--- src/rtl/fifo_arb_pkg.sv ---
// Shared types and default parameter values for the FIFO write arbiter.
package fifo_arb_pkg;

   typedef enum logic {
      IDLE = 1'b0,
      HOLD = 1'b1
   } arb_state_t;

   localparam int DEF_NREQ       = 4;
   localparam int DEF_DATA_WIDTH = 8;
   localparam int DEF_BURST_LEN  = 4;

endpackage

--- src/rtl/fifo_wr_arbiter_rr_pick.sv ---
// Combinational round-robin search: first set request at or after start, wrapping.
module rr_pick #(
   parameter int N  = 4,
   parameter int IW = 2
) (
   input  logic [N-1:0]  req,
   input  logic [IW-1:0] start,
   output logic          found,
   output logic [IW-1:0] idx
);

   int pos;

   // Walk the offsets from the far end back to zero so the closest hit wins.
   always_comb begin
      found = 1'b0;
      idx   = '0;
      pos   = 0;
      for (int k = N - 1; k >= 0; k--) begin
         pos = int'(start) + k;
         if (pos >= N) pos = pos - N;
         if (req[pos]) begin
            found = 1'b1;
            idx   = IW'(pos);
         end
      end
   end

endmodule

--- src/rtl/fifo_wr_arbiter.sv ---
// Round-robin write arbiter feeding one synchronous FIFO.
// Define ARB_BURST_EN to let a winner keep the grant for up to BURST_LEN beats.
module fifo_wr_arbiter
   import fifo_arb_pkg::*;
#(
   parameter int NREQ       = DEF_NREQ,
   parameter int DATA_WIDTH = DEF_DATA_WIDTH,
   parameter int BURST_LEN  = DEF_BURST_LEN
) (
   input  logic                       clk,
   input  logic                       rst_n,
   input  logic [NREQ-1:0]            req_valid,
   input  logic [NREQ*DATA_WIDTH-1:0] req_data,
   output logic [NREQ-1:0]            req_ready,
   input  logic                       fifo_full,
   output logic                       fifo_w_en,
   output logic [DATA_WIDTH-1:0]      fifo_data,
   output logic [$clog2(NREQ)-1:0]    grant_id
);

   localparam int IW = $clog2(NREQ);
   localparam logic [IW-1:0] LAST_IDX = IW'(NREQ - 1);

   if (NREQ < 2 || NREQ > 16) begin : g_bad_nreq
      $error("fifo_wr_arbiter: NREQ must be 2..16");
   end
   if (BURST_LEN < 1 || BURST_LEN > 255) begin : g_bad_burst
      $error("fifo_wr_arbiter: BURST_LEN must be 1..255");
   end

   logic [IW-1:0] last_grant;
   logic [IW-1:0] start;
   logic [IW-1:0] pick_idx;
   logic          pick_found;
   logic [IW-1:0] winner;
   logic          found;

   assign start = (last_grant == LAST_IDX) ? '0 : last_grant + 1'b1;

   rr_pick #(
      .N  (NREQ),
      .IW (IW)
   ) u_pick (
      .req   (req_valid),
      .start (start),
      .found (pick_found),
      .idx   (pick_idx)
   );

`ifdef ARB_BURST_EN
   arb_state_t state;
   logic [7:0] burst_cnt;
   logic       held_on;

   // The held requester keeps the grant only while it still asks for it.
   assign held_on = (state == HOLD) && req_valid[last_grant];
   assign winner  = held_on ? last_grant : pick_idx;
   assign found   = held_on | pick_found;

   always_ff @(posedge clk) begin
      if (!rst_n) begin
         last_grant <= LAST_IDX;
         state      <= IDLE;
         burst_cnt  <= '0;
      end else if (fifo_w_en) begin
         last_grant <= winner;
         if (held_on) begin
            if (burst_cnt + 8'd1 == 8'(BURST_LEN)) begin
               state     <= IDLE;
               burst_cnt <= '0;
            end else begin
               burst_cnt <= burst_cnt + 8'd1;
            end
         end else if (BURST_LEN > 1) begin
            state     <= HOLD;
            burst_cnt <= 8'd1;
         end else begin
            state     <= IDLE;
            burst_cnt <= '0;
         end
      end else if (!fifo_full && state == HOLD && !req_valid[last_grant]) begin
         state     <= IDLE;
         burst_cnt <= '0;
      end
   end
`else
   assign winner = pick_idx;
   assign found  = pick_found;

   always_ff @(posedge clk) begin
      if (!rst_n) begin
         last_grant <= LAST_IDX;
      end else if (fifo_w_en) begin
         last_grant <= winner;
      end
   end
`endif

   // Ready goes to the winner alone, and only when a beat can really land.
   always_comb begin
      req_ready = '0;
      if (found && rst_n && !fifo_full) req_ready[winner] = 1'b1;
   end

   assign fifo_w_en = |(req_valid & req_ready);
   assign fifo_data = found ? req_data[int'(winner)*DATA_WIDTH +: DATA_WIDTH] : '0;
   assign grant_id  = winner;

endmodule

--- config.mk ---
export PLATFORM = sky130hd
export DESIGN_NAME = fifo_wr_arbiter
export DESIGN_NICKNAME = d
export VERILOG_FILES = /design/src/rtl/fifo_arb_pkg.sv /design/src/rtl/fifo_wr_arbiter_rr_pick.sv /design/src/rtl/fifo_wr_arbiter.sv
export SDC_FILE = /design/constraint.sdc
export NUM_CORES = 1
export LEC_CHECK = 0
export ABC_AREA = 1
export CAP_MARGIN = 5
export CORE_UTILIZATION = 37
export DETAILED_ROUTE_END_ITERATION = 7
export HOLD_SLACK_MARGIN = 0.12
export PLACE_DENSITY = 0.82
export SLEW_MARGIN = 25
export SYNTH_ARGS = -nofsm -noshare
export SYNTH_HDL_FRONTEND = slang
export SYNTH_SLANG_ARGS = --single-unit
--- constraint.sdc ---
create_clock -name clk -period 5.4 [get_ports clk]
set_input_delay 0.81 -clock clk [delete_from_list [all_inputs] [get_ports clk]]
set_output_delay 0.81 -clock clk [all_outputs]
set_load 0.02 [all_outputs]
==> flow_summary.yaml, run 1 <==
outcome:
  run_status: "completed"
place:
  io_buffers: 53
  dp.final_hpwl_mm: 1.99
  globalplace.congestion: 0.824
clock_network:
  cts.reportedPaths.clkPinSlew_ps: 30
  postCtsSetupRepairBufs: 0
  clock_tree.root_cell: "sky130_fd_sc_hd__clkbuf_4"
  tritoncts: "built"
  cts_htree_levels: 1
  cts-root-to-sink-buffers: 2
  worstSkewPairLatency_ps: 230
  resized_cells_post_cts: 0
  cts_sinks: 2
  cts_hold_buffers: 0
  number_of_buffers_created_by_cts: 3
synthesis:
  postSynthNetCount: 196
  netlist-cell-type-count: 20
  post-synth-top-area-cell: "sky130_fd_sc_hd__nand2_1"
  synth_edf_count: 0
  synthesis.area_um2: 762
  asyncSetResetFlopFracSynth_pct: 0
  share_of_synthesized_area_occupied_by_flip_flops_and_latches_pct: 5.25
  synth.avg_cell_area_um2: 4.88
  synth_top_cells_by_count: "sky130_fd_sc_hd__nand2_1 (57), sky130_fd_sc_hd__nand3_1 (29), sky130_fd_sc_hd__inv_1 (28)"
  synthDominantCellAreaShare_pct: 28.1
  synth_seq_cells: 2
  synth-main-ff-cell: "sky130_fd_sc_hd__dfxtp_1"
  netlist_top_cells_area: "sky130_fd_sc_hd__nand2_1 (28%), sky130_fd_sc_hd__nand3_1 (19%), sky130_fd_sc_hd__inv_1 (14%)"
  ys.warnings.count: 0
  netlist_instances: 156
  synth.most_common_cell: "sky130_fd_sc_hd__nand2_1"
setup_path:
  cp-start-kind: "primary input"
  cp_peak_stage_delay_ps: 620
  critPathRequiredTime_ps: 4590
  worstPathCellList: "clkdlybuf4s50_1 -> inv_1 -> nand2_1 -> nand3_1 -> nand2_1 -> inv_1 -> nand2_1 -> nand3_2 -> nand2_4 -> nand2_1 -> nand2_1 -> nand2_1 -> a21oi_1 -> clkdlybuf4s50_1"
  worstPathArrival_ps: 3300
  worstPathMaxFanout: 18
  criticalPathCategory: "primary input to output pin"
  crit-reg2reg-launch: "last_grant[0]$_SDFFE_PN1P_"
  worst_setup_path_end_kind: "output pin"
  regToRegEndpoint: "last_grant[0]$_SDFFE_PN1P_"
  rrSetupSlack_ps: 3180
  crit_family: "buffers and inverters"
  path_buf_inv: 4
  crit_path_top_delay_cell: "sky130_fd_sc_hd__clkdlybuf4s50_1"
  critPathMostFrequentCell: "sky130_fd_sc_hd__nand2_1"
  worst_setup_path_startpoint: "req_valid[3]"
  critical_path_depth: 14
  cp-endpoint: "fifo_data[0]"
  count_of_cells_along_the_worst_register_to_register_path: 12
final_layout:
  drive_above_1_share_pct: 9.57
  largest_register_ffs: 2
  nets: 251
  top_register: "last_grant"
  final-seq-area_um2: 40.0
  area_taken_by_multi_input_logic_gates_um2: 571
  largestRegisters: "last_grant: 2 flops"
  area_growth_syn_to_layout_pct: 73.9
  filler_cells: 192
  diodes: 0
floorplanning:
  pin_count: 54
  rows: 16
  design.die.area_mm2: 0.00224
  die-height_um: 47.4
  core_area_mm2: 0.00194
  die_w_um: 47.4
  initial_core_util_pct: 39.2
pwr:
  power.leakage_nw: 0.725
  peakVddDrop_uv: 198
  powerDensity_mw_per_mm2: 258
timing:
  layout_min_cycle_time_ps: 4110
  slew_headroom_pct: 77.8
  grt_setup_unrepaired: "no"
  fmax_mhz: 243
  hold_viol: 0
  timing_worst_slew_pin_value_ps: 332
  finalMaxSlewViolations: 0
  tns_ps: 0
  clock-skew-final_ps: 4.47
  finalHoldWorstSlack_ps: 495
  final_number_of_setup_violating_endpoints: 0
  min_period_over_period_pct: 76.1
global_routing:
  global_route.usage.total_pct: 23.1
  largest_net_degree_at_the_start_of_global_routing: 19
  grt_antenna_before_repair: 0
  first_global_vias: 875
  globalRouteOverflowTotal: 0
  global_route_wire_length_before_repair_mm: 3.68
route:
  firstDrtPassIters: 4
  detail_route.iter0.violations: 30
  final_antenna_net_count: 0
  routed_wire_length_per_instance_um: 10.7
  detailed_route_wire_length_mm: 2.52
  route.detailed.drc: 0
  routed_via_density: 4.70
  via_total_after_detailed_routing: 1109
hold_path:
  hold_path_class: "register to register"
job:
  drv.max_cap_violation_count: 0
[report_power, final]
part           leakage [nW]  total [mW]  switching, mW  internal, mW
Sequential           0.0166      0.0179        0.00155        0.0163
Combinational         0.694       0.290          0.162         0.128
Clock                0.0138      0.0335        0.00898        0.0245
[per-stage QoR]
step	power (mW)	setup WS, ps	area (um^2)	std cells	util (%)
floorplan	0.200	2470	762	156	-
global placement	0.304	1340	1300	233	67.1
detailed placement	0.307	1290	1300	233	67.1
CTS	0.343	1300	1330	236	68.2
global route	0.373	1060	1330	236	68.2
finish	0.341	1290	1330	236	68.2
[how the worst min path moves through the flow]
| stage | from | end | slack [ps] | depth (start not counted) |
|---|---|---|---|---|
| after floorplan | last_grant[1]$_SDFFE_PN1P_ | last_grant[1]$_SDFFE_PN1P_ | 450 | 2 |
| after CTS | last_grant[1]$_SDFFE_PN1P_ | last_grant[1]$_SDFFE_PN1P_ | 500 | 2 |
| after global routing | last_grant[1]$_SDFFE_PN1P_ | last_grant[1]$_SDFFE_PN1P_ | 530 | 2 |
| after detailed placement | last_grant[1]$_SDFFE_PN1P_ | last_grant[1]$_SDFFE_PN1P_ | 490 | 2 |
| final | last_grant[1]$_SDFFE_PN1P_ | last_grant[1]$_SDFFE_PN1P_ | 500 | 2 |
| after global placement | last_grant[1]$_SDFFE_PN1P_ | last_grant[1]$_SDFFE_PN1P_ | 470 | 2 |
[metal layers]
metal	GRT usage, %	wire length (um)
met1	32.9	1190
met2	34.8	1190
met3	3.46	126
met4	8.57	17
met5	0	0
[worst reg2reg max path, delay by kind of cell (launching register included)]
family / cells / cell delay (ps)
AOI/OAI and AO/OA: 1 / 100
and+or+nand+nor: 8 / 1090
adders and majority gates: 1 / 390
buffers and inverters: 2 / 170
DFF: 1 / 350
[cells in the final DEF (no fill, tap or decap), types with 2 or more instances in the layout]
| cell type | Yosys | routed |
|---|---|---|
| sky130_fd_sc_hd__o21ai_0 | 3 | 3 |
| sky130_fd_sc_hd__a21oi_1 | 9 | 9 |
| sky130_fd_sc_hd__nand3_1 | 29 | 29 |
| sky130_fd_sc_hd__nor2_1 | 2 | 2 |
| sky130_fd_sc_hd__nand2_4 | 3 | 3 |
| sky130_fd_sc_hd__clkbuf_4 | 0 | 3 |
| sky130_fd_sc_hd__inv_1 | 28 | 28 |
| sky130_fd_sc_hd__inv_2 | 4 | 4 |
| sky130_fd_sc_hd__nand2_2 | 7 | 7 |
| sky130_fd_sc_hd__o211ai_1 | 2 | 2 |
| sky130_fd_sc_hd__clkdlybuf4s50_1 | 0 | 53 |
| sky130_fd_sc_hd__nand2_1 | 57 | 57 |
| sky130_fd_sc_hd__dfxtp_1 | 2 | 2 |
[area by class of cell]
type	instances	share of cell area, %
multi-input cells	118	43.1
inverters	32	9.07
repair buffers	54	40.6
well taps	27	2.55
clock buffers	3	1.70
flip-flops and latches	2	3.02
[cell families after synthesis]
kind of cell               share of synthesized area, %
and+or+nand+nor                                    62.6
buffers and inverters                              19.9
AOI/OAI and AO/OA                                  10.7
DFF                                                5.25
adders and majority gates                          1.64
Power figures use the tool's default switching activity.
==> run 2: changes to the inputs <==
--- a/config.mk
+++ b/config.mk
@@ -7,10 +7,10 @@
 export LEC_CHECK = 0
 export ABC_AREA = 1
 export CAP_MARGIN = 5
-export CORE_UTILIZATION = 37
+export CORE_UTILIZATION = 35
 export DETAILED_ROUTE_END_ITERATION = 7
 export HOLD_SLACK_MARGIN = 0.12
-export PLACE_DENSITY = 0.82
+export PLACE_DENSITY = 0.78
 export SLEW_MARGIN = 25
 export SYNTH_ARGS = -nofsm -noshare
 export SYNTH_HDL_FRONTEND = slang
==> constraint.sdc (replaced) <==
create_clock -name clk -period 3.85 [get_ports clk]
set_input_delay 0.5775 -clock clk [delete_from_list [all_inputs] [get_ports clk]]
set_output_delay 0.5775 -clock clk [all_outputs]
set_load 0.02 [all_outputs]
==> flow_summary.yaml, run 2 (synthesized netlist as in run 1, its figures left out) <==
clock_network:
  clock_tree.root_cell: "sky130_fd_sc_hd__clkbuf_4"
  number_of_buffers_created_by_cts: 3
  cts-root-to-sink-buffers: 2
  cts_htree_levels: 1
  tritoncts: "built"
  postCtsSetupRepairBufs: 0
  cts.reportedPaths.clkPinSlew_ps: 30
  resized_cells_post_cts: 0
  cts_hold_buffers: 0
  worstSkewPairLatency_ps: 220
  cts_sinks: 2
setup_path:
  worstPathMaxFanout: 18
  criticalPathCategory: "primary input to output pin"
  cp-start-kind: "primary input"
  crit-reg2reg-launch: "last_grant[0]$_SDFFE_PN1P_"
  count_of_cells_along_the_worst_register_to_register_path: 14
  crit_family: "buffers and inverters"
  path_buf_inv: 4
  worst_setup_path_startpoint: "req_valid[3]"
  regToRegEndpoint: "last_grant[0]$_SDFFE_PN1P_"
  worst_setup_path_end_kind: "output pin"
  worstPathArrival_ps: 2940
  critPathMostFrequentCell: "sky130_fd_sc_hd__nand2_1"
  worstPathCellList: "clkdlybuf4s50_1 -> inv_1 -> nand2_1 -> nand3_1 -> nand2_1 -> inv_1 -> nand2_1 -> nand2_1 -> nand2_4 -> nand2_4 -> nand2_1 -> nand3_1 -> a21oi_1 -> clkdlybuf4s50_1"
  critPathRequiredTime_ps: 3270
  cp_peak_stage_delay_ps: 630
  crit_path_top_delay_cell: "sky130_fd_sc_hd__clkdlybuf4s50_1"
  rrSetupSlack_ps: 1710
route:
  via_total_after_detailed_routing: 1157
  detail_route.iter0.violations: 30
  firstDrtPassIters: 5
  final_antenna_net_count: 0
  routed_via_density: 4.88
  route.detailed.drc: 0
  detailed_route_wire_length_mm: 2.56
  routed_wire_length_per_instance_um: 10.8
timing:
  grt_setup_unrepaired: "no"
  timing_worst_slew_pin_value_ps: 241
  final_number_of_setup_violating_endpoints: 0
  clock-skew-final_ps: 0.322
  tns_ps: 0
  finalMaxSlewViolations: 0
  layout_min_cycle_time_ps: 3520
  slew_headroom_pct: 83.9
  hold_viol: 0
  fmax_mhz: 284
  min_period_over_period_pct: 91.4
global_routing:
  grt_antenna_before_repair: 0
  global_route.usage.total_pct: 22.1
  global_route_wire_length_before_repair_mm: 4.26
  largest_net_degree_at_the_start_of_global_routing: 19
  first_global_vias: 1015
  globalRouteOverflowTotal: 0
hold_path:
  min_delay_worst_endpoint: "last_grant[1]$_SDFFE_PN1P_"
  hold_start: "last_grant[1]$_SDFFE_PN1P_"
  hold_path_class: "register to register"
  timing.hold.worst_path_depth: 2
floorplanning:
  initial_core_util_pct: 38.1
  rows: 16
  die-height_um: 48.7
  pin_count: 54
  design.die.area_mm2: 0.00237
  die_w_um: 48.7
  core_area_mm2: 0.00200
final_layout:
  area_growth_syn_to_layout_pct: 74.9
  diodes: 0
  drive_above_1_share_pct: 10.0
  nets: 252
  mostFrequentLayoutCell: "sky130_fd_sc_hd__nand2_1"
  finish.utilization_pct: 66.6
  largestRegisters: "last_grant: 2 flops"
  layout_common_cells: "sky130_fd_sc_hd__nand2_1 (57), sky130_fd_sc_hd__clkdlybuf4s50_1 (53), sky130_fd_sc_hd__nand3_1 (29)"
  largest_register_ffs: 2
  top_register: "last_grant"
place:
  globalplace.congestion: 0.859
  dp.final_hpwl_mm: 2.12
  io_buffers: 53
job:
  drv.max_cap_violation_count: 0
pwr:
  power_switching_share_pct: 50.5
  netSwitchingPower_mw: 0.246
  clock_power_share_pct: 9.6
  power.leakage_nw: 0.730
  power_frac_seq_pct: 5.2
  peakVddDrop_uv: 192
  powerDensity_mw_per_mm2: 365
  p_int_mw: 0.240
  p_comb_share_pct: 85.2
outcome:
  run_status: "completed"
[run 2: layout make-up]
class / instances / area, um^2
repair buffers: 55 / 546
inverters: 32 / 120
multi-input cells: 118 / 571
flip-flops and latches: 2 / 40.0
fillers: 192 / 669
well taps: 27 / 33.8
clock buffers: 3 / 22.5
[run 2: per-layer routing]
metal	global-route usage (%)	vias to the layer above	wire length [um]
met1	28.3	515	1150
met5	0	-	0
li1	-	596	-
met3	3.14	0	134
met4	5.88	0	0
met2	38.2	46	1280
[run 2: worst max-delay path by stage]
stage,end,cells after the start,slack (ps)
2_1_floorplan,req_ready[2],14,1180
3_3_place_gp,fifo_data[6],14,400
3_5_place_dp,fifo_data[6],14,360
4_1_cts,fifo_data[6],16,340
5_1_grt,fifo_data[4],16,50
6_report,fifo_data[6],14,330
[run 2: worst register-to-register path, stage by stage, from the launching register on]
cell	delay, ps
sky130_fd_sc_hd__dfxtp_1	420
sky130_fd_sc_hd__ha_1	280
sky130_fd_sc_hd__inv_2	60
sky130_fd_sc_hd__nand2_4	120
sky130_fd_sc_hd__nand2_2	70
sky130_fd_sc_hd__nand2_1	80
sky130_fd_sc_hd__nand2_1	90
sky130_fd_sc_hd__nand2_2	70
sky130_fd_sc_hd__nand2_1	70
sky130_fd_sc_hd__nand2_1	110
sky130_fd_sc_hd__nand2_4	140
sky130_fd_sc_hd__nand2_4	210
sky130_fd_sc_hd__inv_2	80
sky130_fd_sc_hd__nand2_1	110
sky130_fd_sc_hd__o211ai_1	90
[run 2: power by group through the flow]
stage | Combinational [mW] | Sequential (mW) | Clock [mW]
floorplan | 0.255 | 0.0249 | 0
global placement | 0.406 | 0.0253 | 0
detailed placement | 0.413 | 0.0253 | 0
CTS | 0.415 | 0.0251 | 0.0492
global route | 0.452 | 0.0254 | 0.0511
finish | 0.414 | 0.0251 | 0.0468
[run 2: per-stage QoR]
step                instances  worst slack [ps]  hold slack (ps)  instance area [um^2]  total power, mW
global placement          234               403              475                  1310            0.432
detailed placement        234               359              472                  1310            0.438
finish                    237               332              482                  1330            0.486
global route              237              49.7              517                  1330            0.529
CTS                       237               338              487                  1330            0.489
floorplan                 156              1180              450                   762            0.280
==> run 3: changes to the inputs <==
--- a/config.mk
+++ b/config.mk
@@ -7,10 +7,10 @@
 export LEC_CHECK = 0
 export ABC_AREA = 1
 export CAP_MARGIN = 5
-export CORE_UTILIZATION = 35
+export CORE_UTILIZATION = 31
 export DETAILED_ROUTE_END_ITERATION = 7
 export HOLD_SLACK_MARGIN = 0.12
-export PLACE_DENSITY = 0.78
+export PLACE_DENSITY = 0.73
 export SLEW_MARGIN = 25
 export SYNTH_ARGS = -nofsm -noshare
 export SYNTH_HDL_FRONTEND = slang
==> constraint.sdc (replaced) <==
create_clock -name clk -period 3.15 [get_ports clk]
set_input_delay 0.4725 -clock clk [delete_from_list [all_inputs] [get_ports clk]]
set_output_delay 0.4725 -clock clk [all_outputs]
set_load 0.02 [all_outputs]
==> flow_summary.yaml, run 3 (synthesized netlist as in run 1, its figures left out) <==
setup_path:
  worstPathMaxFanout: 18
  worstPathArrival_ps: 2520
  crit-reg2reg-launch: "last_grant[0]$_SDFFE_PN1P_"
  cp-start-kind: "register"
  worst_setup_path_end_kind: "output pin"
  worst_setup_path_startpoint: "last_grant[0]$_SDFFE_PN1P_"
  critPathRequiredTime_ps: 2680
  criticalPathCategory: "register to output pin"
route:
  wl_met3_um: 151
  routed_wire_length_per_instance_um: 10.9
  wl_on_met1_mm: 1.21
  topRoutingLayerUsed: "met3"
  routed_via_density: 4.73
  final_antenna_net_count: 0
  detail_route.iter0.violations: 24
  route.detailed.drc: 0
  detailed_route_wire_length_mm: 2.62
  wl_met2_mm: 1.26
  firstDrtPassIters: 4
  via_total_after_detailed_routing: 1136
global_routing:
  grt_antenna_before_repair: 0
  global_route.usage.total_pct: 20.2
  globalRouteOverflowTotal: 0
  largest_net_degree_at_the_start_of_global_routing: 19
  global_route_wire_length_before_repair_mm: 4.14
  first_global_vias: 987
pwr:
  p_comb_share_pct: 84.7
  powerDensity_mw_per_mm2: 429
  peakVddDrop_uv: 284
  p_int_mw: 0.267
  power_switching_share_pct: 53.6
  netSwitchingPower_mw: 0.308
  power_frac_seq_pct: 5.3
  power.leakage_nw: 0.790
  totalPowerFinal_mw: 0.575
  clock_power_share_pct: 10.0
place:
  place.detailed.instances: 237
  post_dp_cell_area_mm2: 0.00134
  io_buffers: 53
  detailedPlace.worstSlack_ps: -30.1
  globalplace.congestion: 0.881
  dp.final_hpwl_mm: 2.09
timing:
  hold_viol: 0
  grt_setup_unrepaired: "no"
  finalWorstSetupSlack_ps: 162
  clock-skew-final_ps: 5.86
  final_number_of_setup_violating_endpoints: 0
  min_period_over_period_pct: 94.9
  layout_min_cycle_time_ps: 2990
  timing_worst_slew_pin_value_ps: 258
  fmax_mhz: 335
  slew_headroom_pct: 82.8
  finalMaxSlewViolations: 0
floorplanning:
  die_w_um: 51.6
  rows: 17
  core_area_mm2: 0.00225
  design.die.area_mm2: 0.00266
  die-height_um: 51.6
  initial_core_util_pct: 33.8
  pin_count: 54
final_layout:
  mostFrequentLayoutCell: "sky130_fd_sc_hd__nand2_1"
  finalNonFillerCells: 240
  diodes: 0
  area_growth_syn_to_layout_pct: 75.7
  nets: 254
  drive_above_1_share_pct: 14.6
  largest_register_ffs: 2
  design_area_mm2: 0.00134
  layout_common_cells: "sky130_fd_sc_hd__nand2_1 (57), sky130_fd_sc_hd__clkdlybuf4s50_1 (40), sky130_fd_sc_hd__nand3_1 (29)"
  largestRegisters: "last_grant: 2 flops"
  top_register: "last_grant"
clock_network:
  worstSkewPairLatency_ps: 230
  cts.reportedPaths.clkPinSlew_ps: 30
  number_of_buffers_created_by_cts: 3
  cts-root-to-sink-buffers: 2
  clock_tree.root_cell: "sky130_fd_sc_hd__clkbuf_4"
  cts_htree_levels: 1
  tritoncts: "built"
  cts_sinks: 2
job:
  drv.max_cap_violation_count: 0
hold_path:
  hold_start: "last_grant[1]$_SDFFE_PN1P_"
  hold_path_class: "register to register"
outcome:
  run_status: "completed"
==> run 3: cell types whose count changed in the layout (fill, tap and decap cells not counted), moves of 2 or more <==
cell                              before  now
sky130_fd_sc_hd__clkdlybuf4s50_1      53   40
sky130_fd_sc_hd__dlygate4sd2_1         0    3
sky130_fd_sc_hd__dlymetal6s2s_1        0    2
sky130_fd_sc_hd__clkbuf_2              0    7
==> run 3: repair_timing <==
item,in CTS,in global routing
hold buffers,0,0
setup endpoints to repair,11,11
buffers inserted,0,0
resized for setup,12,18
==> run 3: final timing paths <==
kind / to / slack (ps) / depth (start not counted)
setup / recovery: grant_id[0] / 160 / 13
hold reg to reg: last_grant[1]$_SDFFE_PN1P_ / 490 / 2
setup reg to reg: last_grant[0]$_SDFFE_PN1P_ / 1160 / 13
hold / removal: last_grant[1]$_SDFFE_PN1P_ / 490 / 2
==> run 3: cell type report <==
type / instances / area, um^2
Tap cell: 28 / 35.0
Fill cell: 244 / 916
Sequential cell: 2 / 40.0
Clock buffer: 3 / 22.5
Inverter: 32 / 120
Timing Repair Buffer: 57 / 539
Multi-Input combinational cell: 118 / 582
==> run 3: power groups by stage <==
stage	combinational (mW)	clock [mW]	sequential, mW
4_1_cts	0.489	0.0616	0.0305
3_5_place_dp	0.519	0	0.0308
3_3_place_gp	0.514	0	0.0308
2_1_floorplan	0.312	0	0.0304
6_report	0.487	0.0572	0.0306
5_1_grt	0.529	0.0614	0.0310
==> run 3: routing by layer <==
layer / vias to the layer above / GRT usage, %
met4: 0 / 4.05
li1: 603 / -
met3: 0 / 2.92
met1: 499 / 26.0
met2: 34 / 35.3
met5: - / 0
==> run 3: critical path, stage by stage, from the launching register on <==
cell                              delay, ps
sky130_fd_sc_hd__dfxtp_1                420
sky130_fd_sc_hd__ha_2                   340
sky130_fd_sc_hd__inv_1                  120
sky130_fd_sc_hd__nand2_1                 60
sky130_fd_sc_hd__nand2_1                 80
sky130_fd_sc_hd__nand2_1                 80
sky130_fd_sc_hd__nand2_2                 80
sky130_fd_sc_hd__inv_1                   50
sky130_fd_sc_hd__nand2_1                 70
sky130_fd_sc_hd__nand2_2                 60
sky130_fd_sc_hd__nand2_4                120
sky130_fd_sc_hd__nand2_8                120
sky130_fd_sc_hd__inv_2                   90
sky130_fd_sc_hd__clkdlybuf4s50_1        600
==> run 3: per-stage QoR <==
stage / setup TNS [ps] / utilization [%] / hold slack (ps)
after global routing: 0 / 59.4 / 522
final: 0 / 59.4 / 491
after global placement: 0 / 59.4 / 475
after floorplan: 0 / - / 450
after CTS: 0 / 59.9 / 492
after detailed placement: -50.8 / 59.4 / 479
